File: config.mk
export PLATFORM = sky130hd
export DESIGN_NAME = dmem_sram_bridge
export DESIGN_NICKNAME = d
export VERILOG_FILES = /design/src/rtl/dmem_sram_bridge.sv
export SDC_FILE = /design/constraint.sdc
export NUM_CORES = 1
export LEC_CHECK = 0
export ABC_CLOCK_PERIOD_IN_PS = 2000
export CAP_MARGIN = 20
export CORE_MARGIN = 2
export CORE_UTILIZATION = 38
export DETAILED_ROUTE_END_ITERATION = 12
export PLACE_DENSITY = 0.86
export SYNTH_ARGS = -nofsm -noshare
export SYNTH_HDL_FRONTEND = slang
export SYNTH_SLANG_ARGS = --single-unit
File: constraint.sdc
create_clock -name clk -period 2 [get_ports clk]
set_clock_uncertainty 0.2 [all_clocks]
set_input_delay 0.5 -clock clk [delete_from_list [all_inputs] [get_ports clk]]
set_output_delay 0.5 -clock clk [all_outputs]
set_load 0.02 [all_outputs]
File: src/rtl/dmem_sram_bridge.sv
`default_nettype none
// ============================================================================
// Module   : dmem_sram_bridge
// Purpose  : Adapts the M-stage data port of the datapath to an SRAM-like
//            req / addr_ok / data_ok bus. It stalls the pipeline while an
//            access is outstanding. It also keeps the returned load data
//            until the pipeline moves on, so a stalled M stage never issues
//            the same access twice.
// Ports    : clk, rst                    - clock, synchronous active-high reset
//            data_sram_enM/wenM/waddrM/wdataM/rdataM - datapath M-stage port
//            except_logicM               - M-stage exception (blocks new starts)
//            longest_stall               - global stall from the hazard unit
//            d_stall                     - data-side stall request to hazard unit
//            data_req/wr/size/addr/wdata - bus request channel
//            data_addr_ok/data_ok/rdata  - bus response channel
// Revision : 1.0 - initial release
// ============================================================================
module dmem_sram_bridge (
    input  logic        clk,
    input  logic        rst,
    input  logic        data_sram_enM,
    input  logic [3:0]  data_sram_wenM,
    input  logic [31:0] data_sram_waddrM,
    input  logic [31:0] data_sram_wdataM,
    input  logic        except_logicM,
    input  logic        longest_stall,
    output logic [31:0] data_sram_rdataM,
    output logic        d_stall,
    output logic        data_req,
    output logic        data_wr,
    output logic [1:0]  data_size,
    output logic [31:0] data_addr,
    output logic [31:0] data_wdata,
    input  logic        data_addr_ok,
    input  logic        data_data_ok,
    input  logic [31:0] data_rdata
);

    typedef enum logic [1:0] {
        S_IDLE = 2'd0,
        S_REQ  = 2'd1,
        S_WAIT = 2'd2,
        S_DONE = 2'd3
    } state_t;

    state_t      r_state;
    state_t      w_state_next;

    logic        r_wr;
    logic [1:0]  r_size;
    logic [31:0] r_addr;
    logic [31:0] r_wdata;
    logic [31:0] r_rdata_buf;

    logic        w_start;
    logic        w_req;
    logic        w_stall;
    logic        w_wr;
    logic [1:0]  w_size;
    logic [1:0]  w_lsb;
    logic        w_unused_addr_lsb;

    // The datapath's own low address bits are not used. Byte and halfword
    // lanes are derived from the write enables instead.
    assign w_unused_addr_lsb = ^data_sram_waddrM[1:0];

    assign w_start = data_sram_enM & ~except_logicM;

    // Decode the request fields from the live M-stage inputs. These values
    // are only driven onto the bus in the first request cycle (IDLE). In
    // later cycles the latched copies are shown instead.
    always_comb begin
        w_wr   = 1'b1;
        w_size = 2'd2;
        w_lsb  = 2'd0;
        case (data_sram_wenM)
            4'b0000: w_wr = 1'b0;
            4'b0001: begin w_size = 2'd0; w_lsb = 2'd0; end
            4'b0010: begin w_size = 2'd0; w_lsb = 2'd1; end
            4'b0100: begin w_size = 2'd0; w_lsb = 2'd2; end
            4'b1000: begin w_size = 2'd0; w_lsb = 2'd3; end
            4'b0011: begin w_size = 2'd1; w_lsb = 2'd0; end
            4'b1100: begin w_size = 2'd1; w_lsb = 2'd2; end
            default: begin w_size = 2'd2; w_lsb = 2'd0; end
        endcase
    end

    // Next-state and control. d_stall deliberately ignores longest_stall,
    // because longest_stall is itself derived from d_stall.
    always_comb begin
        w_state_next = r_state;
        w_req        = 1'b0;
        w_stall      = 1'b0;
        case (r_state)
            S_IDLE: begin
                w_req   = w_start;
                w_stall = w_start;
                if (w_start)
                    w_state_next = data_addr_ok ? S_WAIT : S_REQ;
            end
            S_REQ: begin
                w_req   = 1'b1;
                w_stall = 1'b1;
                if (data_addr_ok)
                    w_state_next = S_WAIT;
            end
            S_WAIT: begin
                w_stall = ~data_data_ok;
                if (data_data_ok)
                    w_state_next = longest_stall ? S_DONE : S_IDLE;
            end
            S_DONE: begin
                if (!longest_stall)
                    w_state_next = S_IDLE;
            end
            default: w_state_next = S_IDLE;
        endcase
    end

    always_ff @(posedge clk) begin
        if (rst) begin
            r_state     <= S_IDLE;
            r_wr        <= 1'b0;
            r_size      <= 2'd0;
            r_addr      <= 32'd0;
            r_wdata     <= 32'd0;
            r_rdata_buf <= 32'd0;
        end else begin
            r_state <= w_state_next;
            // Capture the request on its first cycle. The bus then sees stable
            // fields even if the M-stage inputs change while we wait for addr_ok.
            if (r_state == S_IDLE && w_start) begin
                r_wr    <= w_wr;
                r_size  <= w_size;
                r_addr  <= {data_sram_waddrM[31:2], w_lsb};
                r_wdata <= data_sram_wdataM;
            end
            if (r_state == S_WAIT && data_data_ok)
                r_rdata_buf <= data_rdata;
        end
    end

    always_comb begin
        data_req   = 1'b0;
        data_wr    = 1'b0;
        data_size  = 2'd0;
        data_addr  = 32'd0;
        data_wdata = 32'd0;
        d_stall    = 1'b0;
        if (!rst) begin
            data_req = w_req;
            d_stall  = w_stall;
            if (r_state == S_IDLE) begin
                data_wr    = w_wr;
                data_size  = w_size;
                data_addr  = {data_sram_waddrM[31:2], w_lsb};
                data_wdata = data_sram_wdataM;
            end else begin
                data_wr    = r_wr;
                data_size  = r_size;
                data_addr  = r_addr;
                data_wdata = r_wdata;
            end
        end
    end

    assign data_sram_rdataM = (r_state == S_WAIT && data_data_ok) ? data_rdata
                                                                   : r_rdata_buf;

endmodule
`default_nettype wire

# Yosys cells after proc, flatten, opt, wreduce, memory -nomap -nowiden
# Index checks and enable logic that the tools add are counted.
[word_totals]
in_bits = 107
reg_bits = 101
latch_bits = 0
mem_bits_ro = 0
ram_bits = 0
output_inout_bits = 101
wordCells = 53
mem_count = 0
[op_classes]
n_lt_le_gt_ge = 0
n_reduce_logical = 8
shifts = 0
bitwise = 3
div_mod_pow = 0
n_addsub = 0
mux = 23
eq_ne = 13
n_mul = 0
[ops]
columns = ["operator", "n"]
rows = [
  ["two-way mux 32 bit", 5],
  ["two-way mux 2 bit", 8],
  ["== test 4 x 2 -> 1 bit (second input constant)", 2],
  ["== test 4 bit (second input constant)", 2],
  ["inequality test 2 bit (second input constant)", 4],
  ["case mux 2 bit (4 select lines)", 1],
  ["case mux 2 bit (3 select lines)", 1],
  ["two-way mux 1 bit", 5],
  ["== test 2 bit (second input constant)", 2],
  ["== test 4 x 1 -> 1 bit (second input constant)", 1],
  ["== test 4 x 3 -> 1 bit (second input constant)", 1],
  ["logical NOT 4 bit", 1],
  ["case mux 2 bit (2 select lines)", 1],
  ["AND reduction 4 bit", 1],
  ["OR reduction 2 bit", 2],
  ["OR reduction 4 bit", 1],
  ["case mux 1 bit (3 select lines)", 1],
  ["== test 2 x 1 -> 1 bit (second input constant)", 1],
  ["logical AND 1 bit", 2],
  ["logical NOT 2 bit", 1],
  ["NOT 1 bit", 2],
  ["case mux 1 bit (2 select lines)", 1],
  ["bitwise AND 1 bit", 1],
]

# Longest topological paths before layout
# Gate-level depths: netlist of the first run.
[logic_depth]
depth_word = 5
depth_mapped = 6
depth_no_buf = 3

# Least setup slack after synthesis of the first run
# No wires, ideal clock.
[synth_timing]
path_kind = "register to output"
from = "register r_state[1]"
to = "output data_size[1]"
stages_incl_launch_ff = 5
arrival_ps = 1535
slack_ps = -235
n_path_buf = 2
cell_sequence = "dfxtp_1 > buf_4 > or2_2 > clkbuf_1 > o31ai_1"
[synth_between]
elab_chain_len = 3
[synth_lines]
columns = ["element", "line_no", "rtl"]
rows = [
  ["start: declaration", "46", "state_t r_state;"],
  ["start signal: assignment", "129", "r_state <= w_state_next;"],
  ["logical NOT 2 bit", "153", "if (r_state == S_IDLE) begin"],
  ["two-way mux 2 bit", "153", ""],
  ["two-way mux 2 bit", "150", "if (!rst) begin"],
  ["end: declaration", "31", "output logic [1:0] data_size,"],
]
# Every way passes these cells.

# Final worst setup path of the first run
[layout_timing]
from = "register r_state[0]"
to = "output data_sram_rdataM[10]"
[layout_between]
elab_chain_len = 3
[layout_lines]
columns = ["element", "line_no", "rtl"]
rows = [
  ["== test 2 bit", "167", "assign data_sram_rdataM = (r_state == S_WAIT && data_data_ok) ? data_rdata"],
  ["logical AND 1 bit", "167", ""],
  ["two-way mux 32 bit", "n/a", ""],
  ["end: declaration", "27", "output logic [31:0] data_sram_rdataM,"],
]
# Every way passes these cells.

==> results.md, run 1 <==
- CTS root buf: clkbuf_16
- Min setup slack post-route: -0.430 ns
- Warnings from Yosys: 0
- Share of total power in the clock network: 0.341
- Clock transition at path regs: 0.07 ns
- Post-detail-place hpwl: 10,600 um
- Sinks on the clock net: 101
- Detailed-route via count: 5,255
- Area Growth Syn to Fin: 76.9%
- Area of the die: 13,400 um^2
- Total count of hold-check failures in the final report: 0
- Worst supply voltage drop on vdd: 0.602 mV
- Capture point of the worst reg-to-reg path: r_wdata[0]
- Number of standard cells after synthesis: 641
- Synthesized area divided by synthesized cell count: 7.38 um^2
- Switching share of power: 0.286
- Number of nets in the layout: 989
- Starting density of the core: 0.392
- Total Power Consumption: 5.72 mW
- Most frequent standard cell in the layout excluding fill and tap cells: nand2_1
- Top cells by area, synth: dfxtp_1 (43%), nand2_1 (20%), a21oi_1 (14%), mux2_2 (4.5%), nor2b_1 (4.5%)
- Maximum fanout along the worst path: 6
- Area of the mapped netlist: 4730 um^2
- Number of nets with antenna violations after detailed routing: 0
- Crit path launch: r_state[0]
- Termination of the worst setup path: data_sram_rdataM[10]
- Max_cap viols: 0
- Buffer levels on the longest clock path: 2
- Number of nets produced by synthesis: 748
- Pin count of the biggest net entering global routing: 31
- Flop pwr share: 0.374
- Worst hold slack: 0.253 ns
- Insertion delay to the later sink of the worst-skew pair: 0.34 ns
- Wire length of the first global-routing pass: 25,000 um
- Slew at the pin closest to its max-slew limit: 0.342 ns
- TritonCTS buffer count: 9
- Finish-stage setup viols: 101
- Power density over cell area: 683 nW/um^2
- Drt initial violations: 324
- H-tree level count: 3
- Internal reg-to-reg setup slack: 0.03 ns
- Utilization of the core after routing: 0.694
- Fraction of layout cells with a size suffix above 1: 0.374
- Fill cell count: 906
- Tot GR Track Use: 0.238
- WL/cell: 15.7 um
- Average via count per standard cell: 4.98
- Total overflow reported by the global router: 0
- Type of the worst setup path: flop to output port
- Top cell type by total area after synthesis: dfxtp_1
- Setup crit end kind: output port
- Number of I/O pins: 208
- Hold Buf Count CTS: 0
- Ys flop type: dfxtp_1
- Startpoint of the worst register-to-register path: r_state[0]
- Worst EP required: 1.30 ns
- TritonCTS clock tree: yes
- Cell leakage power: 3.42 nW
- Number of synthesized flops with an enable pin: 0
- Period Utilization, post-route: 1.21
- Antenna violations before repair: 0
- Detailed-route DRC error count: 0
- Async SR Flop Fraction: 0
- Final antenna diode count: 0
- Number of optimization iterations in the first detailed-route pass: 4
- Fraction of post-synthesis cell area in the top cell type by area: 0.428
- Critical path data arrival time: 1.73 ns
- Relative slew slack: 0.771
- Routability congestion estimate: 0.802
- RSZ-0062 raised after global routing: yes
- Startpoint Class: flop
- Maximum operating frequency: 0.412 GHz
- Outcome: finished with violations
- Die Y-Extent: 116 um
- Sequential element share of the synthesized area: 0.428
- Power share of the combinational group: 0.284
- Most frequent cells in the layout: nand2_1 (252), buf_4 (101), dfxtp_1 (99), clkdlybuf4s50_1 (96), a21oi_2 (68)
- Violations in the final reports: negative setup slack
- Total detailed-routing wirelength: 16,500 um
- Worst min-delay path class: flop to flop
- Psw: 1.64 mW
- Number of unique standard cell types used by synthesis: 29
- Worst Setup Slack post-DPL: -0.914 ns
- Total of flip-flops plus latches after synthesis: 101
- Number of buffers added on ports: 205
- Vias in the first global route: 5,128
- Max Transition Viols Final: 0
- Minimum period implied by the final worst setup slack: 2.43 ns
- Internal power: 4.08 mW
- Area of the placeable core: 12,100 um^2
- Number of cells on the worst reg-to-reg path: 9
- Row Count: 40
- Horizontal extent of the die: 116 um
## Yosys cell counts, types with 2 or more instances
cell	n
buf_6	5
nand3_1	2
nor3_1	2
nor2b_1	34
a211oi_1	6
a21oi_1	129
clkbuf_1	26
nand3b_1	2
xor2_1	2
mux2_1	13
buf_4	3
buf_2	17
o21ai_0	2
nor2_1	12
nand2_1	254
dfxtp_1	101
mux2_2	19
## worst min path at each step
stage / from / end / slack (ns) / cells past startpoint
final: r_addr[12] / r_addr[12] / 0.25 / 2
after global placement: r_addr[24] / r_addr[24] / 0.24 / 2
after detailed placement: r_wdata[15] / r_wdata[15] / 0.25 / 2
after global routing: r_addr[12] / r_addr[12] / 0.27 / 2
after CTS: r_addr[12] / r_addr[12] / 0.26 / 2
after floorplan: r_addr[0] / r_addr[0] / 0.24 / 2
## critical path, cell delays in order, from the launching register on
cell and delay [ns]:
dfxtp_2 0.33, buf_6 0.12, nand3b_4 0.26, clkbuf_16 0.23, mux2_4 0.30, buf_6 0.13
## metal layers
metal  part of all wire  track usage  wire length (um)  vias to the layer above
li1                   -            -                 -                     2573
met1               0.40        0.271              6680                     2478
met2               0.51        0.434              8450                      177
met3              0.070       0.0612              1150                       27
met4              0.016       0.0771               257                        0
met5                  0            0                 0                        -
## cell type report
cell class,instances,area [um^2],share of cell area
inverters,1,3.75,0.000449
clock inverters,5,82.6,0.00987
multi-input cells,487,2960,0.354
repair buffers,282,2830,0.339
clock buffers,11,253,0.0302
well taps,168,210,0.0251
flip-flops and latches,101,2020,0.242
## power groups by stage
stage               Combinational [mW]  Sequential (mW)  Clock (mW)
floorplan                        0.733             2.17           0
global placement                  1.42             2.18           0
detailed placement                1.44             2.18           0
CTS                               1.58             2.14        1.98
global route                      1.73             2.15        2.06
finish                            1.63             2.14        1.95
## flip-flops by register name, summed over array words and instances, names as in the netlist
| register | flops |
|---|---|
| r_wr | 1 |
| r_rdata_buf | 32 |
| r_size | 2 |
| r_wdata | 32 |
| r_state | 2 |
| r_addr | 32 |
## cell families (layout without fill, tap and decap cells)
group                  count (synthesis)  in the layout  share of synthesized area
XOR/XNOR                               2              2                    0.00370
flip-flops                           101            101                      0.428
AO/OA/AOI/OAI                        141            141                      0.155
buffers and inverters                 53            299                     0.0569
multiplexers                          32             32                     0.0762
AND/OR/NAND/NOR                      312            312                      0.280
## stage by stage
step           setup TNS, ns  instance area [um^2]  cells
4_1_cts               -33.77                  8190   1053
2_1_floorplan          -1.01                  5060    641
3_3_place_gp          -82.41                  7600   1020
3_5_place_dp          -84.46                  7600   1020
6_report              -33.45                  8370   1055
5_1_grt               -42.07                  8370   1055
## repair_timing
action                                  CTS  global route
setup buffers                            10             5
pin swaps                                 4             8
resized for setup                       545            98
cloned                                    7             1
endpoints found under the setup margin  101           101
Note: power is estimated with default switching activity, not from simulation.
==> run 2: changes to the inputs <==
==> config.mk (replaced) <==
export PLATFORM = sky130hd
export DESIGN_NAME = dmem_sram_bridge
export DESIGN_NICKNAME = d
export VERILOG_FILES = /design/src/rtl/dmem_sram_bridge.sv
export SDC_FILE = /design/constraint.sdc
export NUM_CORES = 1
export LEC_CHECK = 0
export ABC_CLOCK_PERIOD_IN_PS = 2250
export CAP_MARGIN = 20
export CORE_MARGIN = 2
export CORE_UTILIZATION = 42
export CTS_BUF_LIST = sky130_fd_sc_hd__clkbuf_16
export CTS_CLUSTER_SIZE = 20
export DETAILED_ROUTE_END_ITERATION = 12
export PLACE_DENSITY = 0.89
export SYNTH_ARGS = -nofsm -noshare
export SYNTH_HDL_FRONTEND = slang
export SYNTH_SLANG_ARGS = --single-unit
==> constraint.sdc (replaced) <==
create_clock -name clk -period 2.25 [get_ports clk]
set_clock_uncertainty 0.2 [all_clocks]
set_input_delay 0.5625 -clock clk [delete_from_list [all_inputs] [get_ports clk]]
set_output_delay 0.5625 -clock clk [all_outputs]
set_load 0.02 [all_outputs]
==> results.md, run 2 (same netlist as run 1, synthesis figures left out) <==
- Outcome: finished with violations
- Violations in the final reports: negative setup slack
- Total overflow reported by the global router: 0 (unchanged)
- Post-detail-place hpwl: 10,400 um (-1.8%)
- RSZ-0062 raised after global routing: yes
- Wire length of the first global-routing pass: 23,000 um (-8.2%)
- Startpoint Class: flop
- Horizontal extent of the die: 110 um (-4.7%)
- Worst hold slack: 0.252 ns (-0.00101 ns)
- H-tree level count: 3 (unchanged)
- Fraction of layout cells with a size suffix above 1: 0.439 (+0.0649)
- Worst path top cell family by delay: buffers and inverters
- Relative slew slack: 0.775 (+0.00393)
- Most frequent cells in the layout: nand2_1 (177), dfxtp_1 (99), clkdlybuf4s50_1 (96), buf_4 (69), a21oi_1 (68)
- Pin count of the biggest net entering global routing: 60 (+94%)
- Power density over cell area: 598 nW/um^2 (-12%)
- Global-route met2 utilization: 0.446 (+0.0117)
- Utilization of the core after routing: 0.818 (+0.125)
- Insertion delay to the later sink of the worst-skew pair: 0.33 ns (about the same)
- Routability congestion estimate: 0.794 (-1.0%)
- Tot GR Track Use: 0.242 (+0.00375)
- Slew at the pin closest to its max-slew limit: 0.337 ns (-0.00446 ns)
- Post-route cell area: 8950 um^2 (+6.9%)
- Final antenna diode count: 0 (unchanged)
- Max stage delay on crit path: 0.36 ns (+0.03 ns)
- Sinks on the clock net: 101 (unchanged)
- Type of the worst setup path: flop to output port
- Min setup slack post-route: -0.202 ns (+0.227 ns)
- Die Y-Extent: 110 um (-4.7%)
- Area of the placeable core: 10,900 um^2 (-9.3%)
- Met1 global-route usage: 0.266 (-0.00527)
- Detailed-route via count: 5,636 (+7.3%)
- TritonCTS buffer count: 9 (unchanged)
- Worst EP required: 1.49 ns (+0.19 ns)
- Clock transition at path regs: 0.07 ns (about the same)
- Busiest layer in global routing: met2
- WL/cell: 18.4 um (+18%)
- Number of I/O pins: 208 (unchanged)
- Area Growth Syn to Fin: 89.2%
- Worst supply voltage drop on vdd: 0.349 mV (-42%)
- Max Transition Viols Final: 0 (unchanged)
- Period Utilization, post-route: 1.09
- Setup crit end kind: output port
- Maximum operating frequency: 0.408 GHz
- Number of nets with antenna violations after detailed routing: 0 (unchanged)
- Average via count per standard cell: 5.43 (+9.1%)
- Number of optimization iterations in the first detailed-route pass: 5 (+1)
- Number of buffers added on ports: 205 (unchanged)
- Minimum period implied by the final worst setup slack: 2.45 ns
- Buffer levels on the longest clock path: 2 (unchanged)
- Most frequent standard cell in the layout excluding fill and tap cells: nand2_1
- Number of nets in the layout: 1,000 (+1.1%)
- Row Count: 38 (-5.0%)
- Library cell contributing the largest single delay on the critical path: dfxtp_4
- Detailed-route DRC error count: 0 (unchanged)
- Worst min-delay path class: flop to flop
- Antenna violations before repair: 0 (unchanged)
- Placed instance area: 7320 um^2 (-3.6%)
- Max_cap viols: 0 (unchanged)
- Largest registers: r_addr x32, r_rdata_buf x32, r_wdata x32
- Area of the die: 12,100 um^2 (-9.2%)
- Met3 usage: 0.0623 (+0.00112)
- TritonCTS clock tree: yes
- Finish-stage setup viols: 98 (-3.0%)
- CTS root buf: clkbuf_16
- Total Power Consumption: 5.35 mW (-6.4%)
- Total detailed-routing wirelength: 19,100 um (+16%)
- Most repeated library cell on the critical path: buf_6
- Post-Route Setup TNS: -10.36 ns (+23.09 ns)
- Number of buffers and inverters on the critical path: 4 (+1)
- Starting density of the core: 0.432 (+0.0404)
- Cell leakage power: 3.89 nW (+14%)
- Maximum fanout along the worst path: 8 (+2)
- Critical path data arrival time: 1.69 ns (-0.04 ns)
- Vias in the first global route: 4,950 (-3.5%)
- Ordered list of cells on the worst path: nor2_4 -> buf_6 -> buf_12 -> buf_6 -> nand2_4 -> a21oi_2 -> buf_4
- Total count of hold-check failures in the final report: 0 (unchanged)
- Drt initial violations: 361 (+11%)
run 2: report_power, final:
group | total [mW] | internal [mW] | switching [mW] | leakage, nW
logic | 1.69 | 0.838 | 0.856 | 2.91
registers | 1.92 | 1.87 | 0.0533 | 0.823
clock network | 1.74 | 1.07 | 0.665 | 0.160
run 2: what timing repair did:
action	in CTS	in global routing
gates resized for setup	536	299
buffers inserted	14	6
cloned	1	7
hold buffers	0	0
endpoints found under the setup margin	101	101
pin swaps	8	129
run 2: per-layer routing:
layer / up-vias / part of all wire / wire length, um
met1: 2695 / 0.36 / 6800
met3: 59 / 0.075 / 1430
met2: 281 / 0.53 / 10200
li1: 2601 / - / -
met5: - / 0 / 0
met4: 0 / 0.036 / 680
run 2: stage by stage:
stage	instances	setup WS, ns
floorplan	641	-0.0194
global placement	995	-0.859
detailed placement	995	-0.945
CTS	1025	-0.164
global route	1037	-0.267
finish	1037	-0.202
run 2: cell type report:
class                           instances  area (um^2)
Multi-Input combinational cell        487         3390
Timing Repair Buffer                  293         3020
Sequential cell                       101         2030
Fill cell                             605         1990
Clock buffer                            9          225
Tap cell                              140          175
Clock inverter                          6          103
Inverter                                1         3.75
run 2: worst paths after layout:
kind                   start       endpoint  slack [ns]  cells past startpoint
setup reg to reg  r_state[1]     r_addr[28]        0.31                      6
setup / recovery  r_state[1]  data_addr[28]       -0.20                      7
hold / removal     r_addr[6]      r_addr[6]        0.25                      2
hold reg to reg    r_addr[6]      r_addr[6]        0.25                      2
run 2: tightest hold or removal path, delay by kind of cell (launching register included):
kind	cells	cell delay [ns]
flip-flops	1	0.31
AO/OA/AOI/OAI	1	0.05
AND/OR/NAND/NOR	1	0.05
==> run 3: changes to the inputs <==
--- a/config.mk
+++ b/config.mk
@@ -8,11 +8,12 @@
 export ABC_CLOCK_PERIOD_IN_PS = 2250
 export CAP_MARGIN = 20
 export CORE_MARGIN = 2
-export CORE_UTILIZATION = 42
+export CORE_UTILIZATION = 60
 export CTS_BUF_LIST = sky130_fd_sc_hd__clkbuf_16
 export CTS_CLUSTER_SIZE = 20
 export DETAILED_ROUTE_END_ITERATION = 12
-export PLACE_DENSITY = 0.89
+export DONT_BUFFER_PORTS = 1
+export PLACE_DENSITY = 0.85
 export SYNTH_ARGS = -nofsm -noshare
 export SYNTH_HDL_FRONTEND = slang
 export SYNTH_SLANG_ARGS = --single-unit
==> results.md, run 3 (same netlist as run 1, synthesis figures left out) <==
- Outcome: finished with violations
- Violations in the final reports: negative setup slack
- Sinks on the clock net: 101 (unchanged)
- Detailed-route DRC error count: 0 (unchanged)
- Worst min-delay path class: input pin to flop
- Relative slew slack: 0.489 (-0.286)
- Die Y-Extent: 92.8 um (-16%)
- Worst supply voltage drop on vdd: 0.506 mV (+45%)
- Number of buffers added on ports: 0 (-100%)
- Post-placement cell count: 771 (-23%)
- Vias in the first global route: 4,906 (-0.89%)
- Type of the worst setup path: flop to output port
- Wire length of the first global-routing pass: 23,900 um (+4.2%)
- Max Transition Viols Final: 0 (unchanged)
- Insertion delay to the later sink of the worst-skew pair: 0.34 ns (about the same)
- Fill cell count: 338 (-44%)
- Worst EP required: 1.49 ns (about the same)
- Maximum operating frequency: 0.401 GHz (-1.6%)
- H-tree level count: 3 (unchanged)
- Starting density of the core: 0.615 (+0.183)
- Area of the die: 8610 um^2 (-29%)
- Total count of hold-check failures in the final report: 0 (unchanged)
- Fraction of layout cells with a size suffix above 1: 0.380 (-0.0592)
- Finish-stage setup viols: 101 (+3.1%)
- Crit path launch: r_state[1]
- Drt initial violations: 538 (+49%)
- Clock transition at path regs: 0.07 ns (about the same)
- Max_cap viols: 0 (unchanged)
- Pin count of the biggest net entering global routing: 172 (+190%)
- Post-detail-place hpwl: 7950 um (-24%)
- Post-Layout Cell Count: 816 (-21%)
- Maximum fanout along the worst path: 7 (-1)
- Internal reg-to-reg setup slack: 0.27 ns (-0.04 ns)
- Horizontal extent of the die: 92.8 um (-16%)
- Slew at the pin closest to its max-slew limit: 0.759 ns (+0.422 ns)
- RSZ-0062 raised after global routing: yes
- Antenna violations before repair: 1 (+1)
- Power density over cell area: 688 nW/um^2 (+15%)
- Row Count: 32 (-16%)
- Average via count per standard cell: 6.47 (+19%)
- TritonCTS buffer count: 9 (unchanged)
- Most frequent standard cell in the layout excluding fill and tap cells: nand2_1
- Minimum period implied by the final worst setup slack: 2.49 ns (+0.0388 ns)
- Cells on Worst Hold Path: 1 (-1)
- Startpoint Class: flop
- Critical path data arrival time: 1.73 ns (+0.04 ns)
- Most frequent cells in the layout: nand2_1 (204), dfxtp_1 (99), a21oi_1 (78), buf_4 (54), a21oi_2 (47)
- Total detailed-routing wirelength: 18,300 um (-4.4%)
- Number of cells on the worst reg-to-reg path: 6 (unchanged)
- Routability congestion estimate: 0.794 (unchanged)
- TritonCTS clock tree: yes
- End of the worst hold path: r_wdata[20]
- Setup crit end kind: output port
- Number of nets with antenna violations after detailed routing: 0 (unchanged)
- Buffer levels on the longest clock path: 2 (unchanged)
- Number of nets in the layout: 815 (-19%)
- WL/cell: 22.4 um (+21%)
- Detailed-route via count: 5,282 (-6.3%)
- Area Growth Syn to Fin: 43.3%
- Number of optimization iterations in the first detailed-route pass: 8 (+3)
- Startpoint of the worst register-to-register path: r_state[1]
- Largest registers: r_addr x32, r_rdata_buf x32, r_wdata x32
- Post-Route Setup TNS: -14.48 ns (-4.12 ns)
- Number of I/O pins: 208 (unchanged)
- Min-Delay Startpoint: rst
- CTS root buf: clkbuf_16
- Capture point of the worst reg-to-reg path: r_addr[7]
- Area occupied by registers: 2020 um^2 (-0.25%)
- Area of the placeable core: 7690 um^2 (-30%)
- Cell leakage power: 2.81 nW (-28%)
- Tot GR Track Use: 0.350 (+0.108)
- Min setup slack post-route: -0.241 ns (-0.0388 ns)
- Worst hold slack: 0.104 ns (-0.149 ns)
- Multi-input combinational cell area: 3130 um^2 (-7.7%)
- Period Utilization, post-route: 1.11 (+0.0172)
- Total overflow reported by the global router: 0 (unchanged)
run 3: power breakdown:
group | leakage (nW) | switching, mW | internal [mW] | total [mW]
registers | 0.823 | 0.0492 | 1.87 | 1.92
clock network | 0.148 | 0.687 | 0.859 | 1.55
logic | 1.84 | 0.662 | 0.535 | 1.20
run 3: repair_timing:
| action | in CTS | in global routing |
|---|---|---|
| setup endpoints to repair | 99 | 100 |
| gates resized for setup | 151 | 79 |
| pin swaps | 52 | 29 |
| gates cloned | 9 | 5 |
| setup buffers | 15 | 2 |
| hold buffers | 0 | 0 |
run 3: worst max path at each step:
stage                                       to  slack [ns]  cells after the start
after floorplan                   data_addr[0]       -0.02                      4
after global placement     data_sram_rdataM[6]        0.05                      2
after detailed placement  data_sram_rdataM[30]        0.02                      2
after CTS                       data_wdata[27]       -0.14                      8
after global routing              data_addr[3]       -0.28                      8
final                             data_addr[3]       -0.24                      8
run 3: metrics by stage:
step	util	total power, mW	setup WS, ns	cell area (um^2)
after floorplan	-	2.51	-0.0194	4730
after detailed placement	0.685	2.71	0.0218	5270
after CTS	0.835	4.47	-0.143	6420
after global routing	0.881	4.81	-0.284	6780
after global placement	0.685	2.68	0.0535	5270
final	0.881	4.66	-0.241	6780
run 3: metal layers:
layer / global-route usage / part of all wire / vias to the layer above
li1: - / - / 2238
met1: 0.360 / 0.32 / 2463
met2: 0.647 / 0.51 / 450
met3: 0.0936 / 0.11 / 131
met4: 0.175 / 0.067 / 0
met5: 0 / 0 / -
run 3: cell type report:
class	instances	share of cell area
Inverter	1	0.000554
Clock buffer	9	0.0332
Clock inverter	7	0.00997
Timing Repair Buffer	105	0.176
Tap cell	102	0.0188
Sequential cell	101	0.299
Multi-Input combinational cell	490	0.463
Antenna cell	1	0.000369
run 3: worst max-delay path: stages, from the launching register on:
cell and delay (ns):
dfxtp_2 0.34, buf_6 0.13, nor2_4 0.10, buf_6 0.14
buf_12 0.12, buf_16 0.15, nand2_4 0.06, a21oi_2 0.19
buf_6 0.15
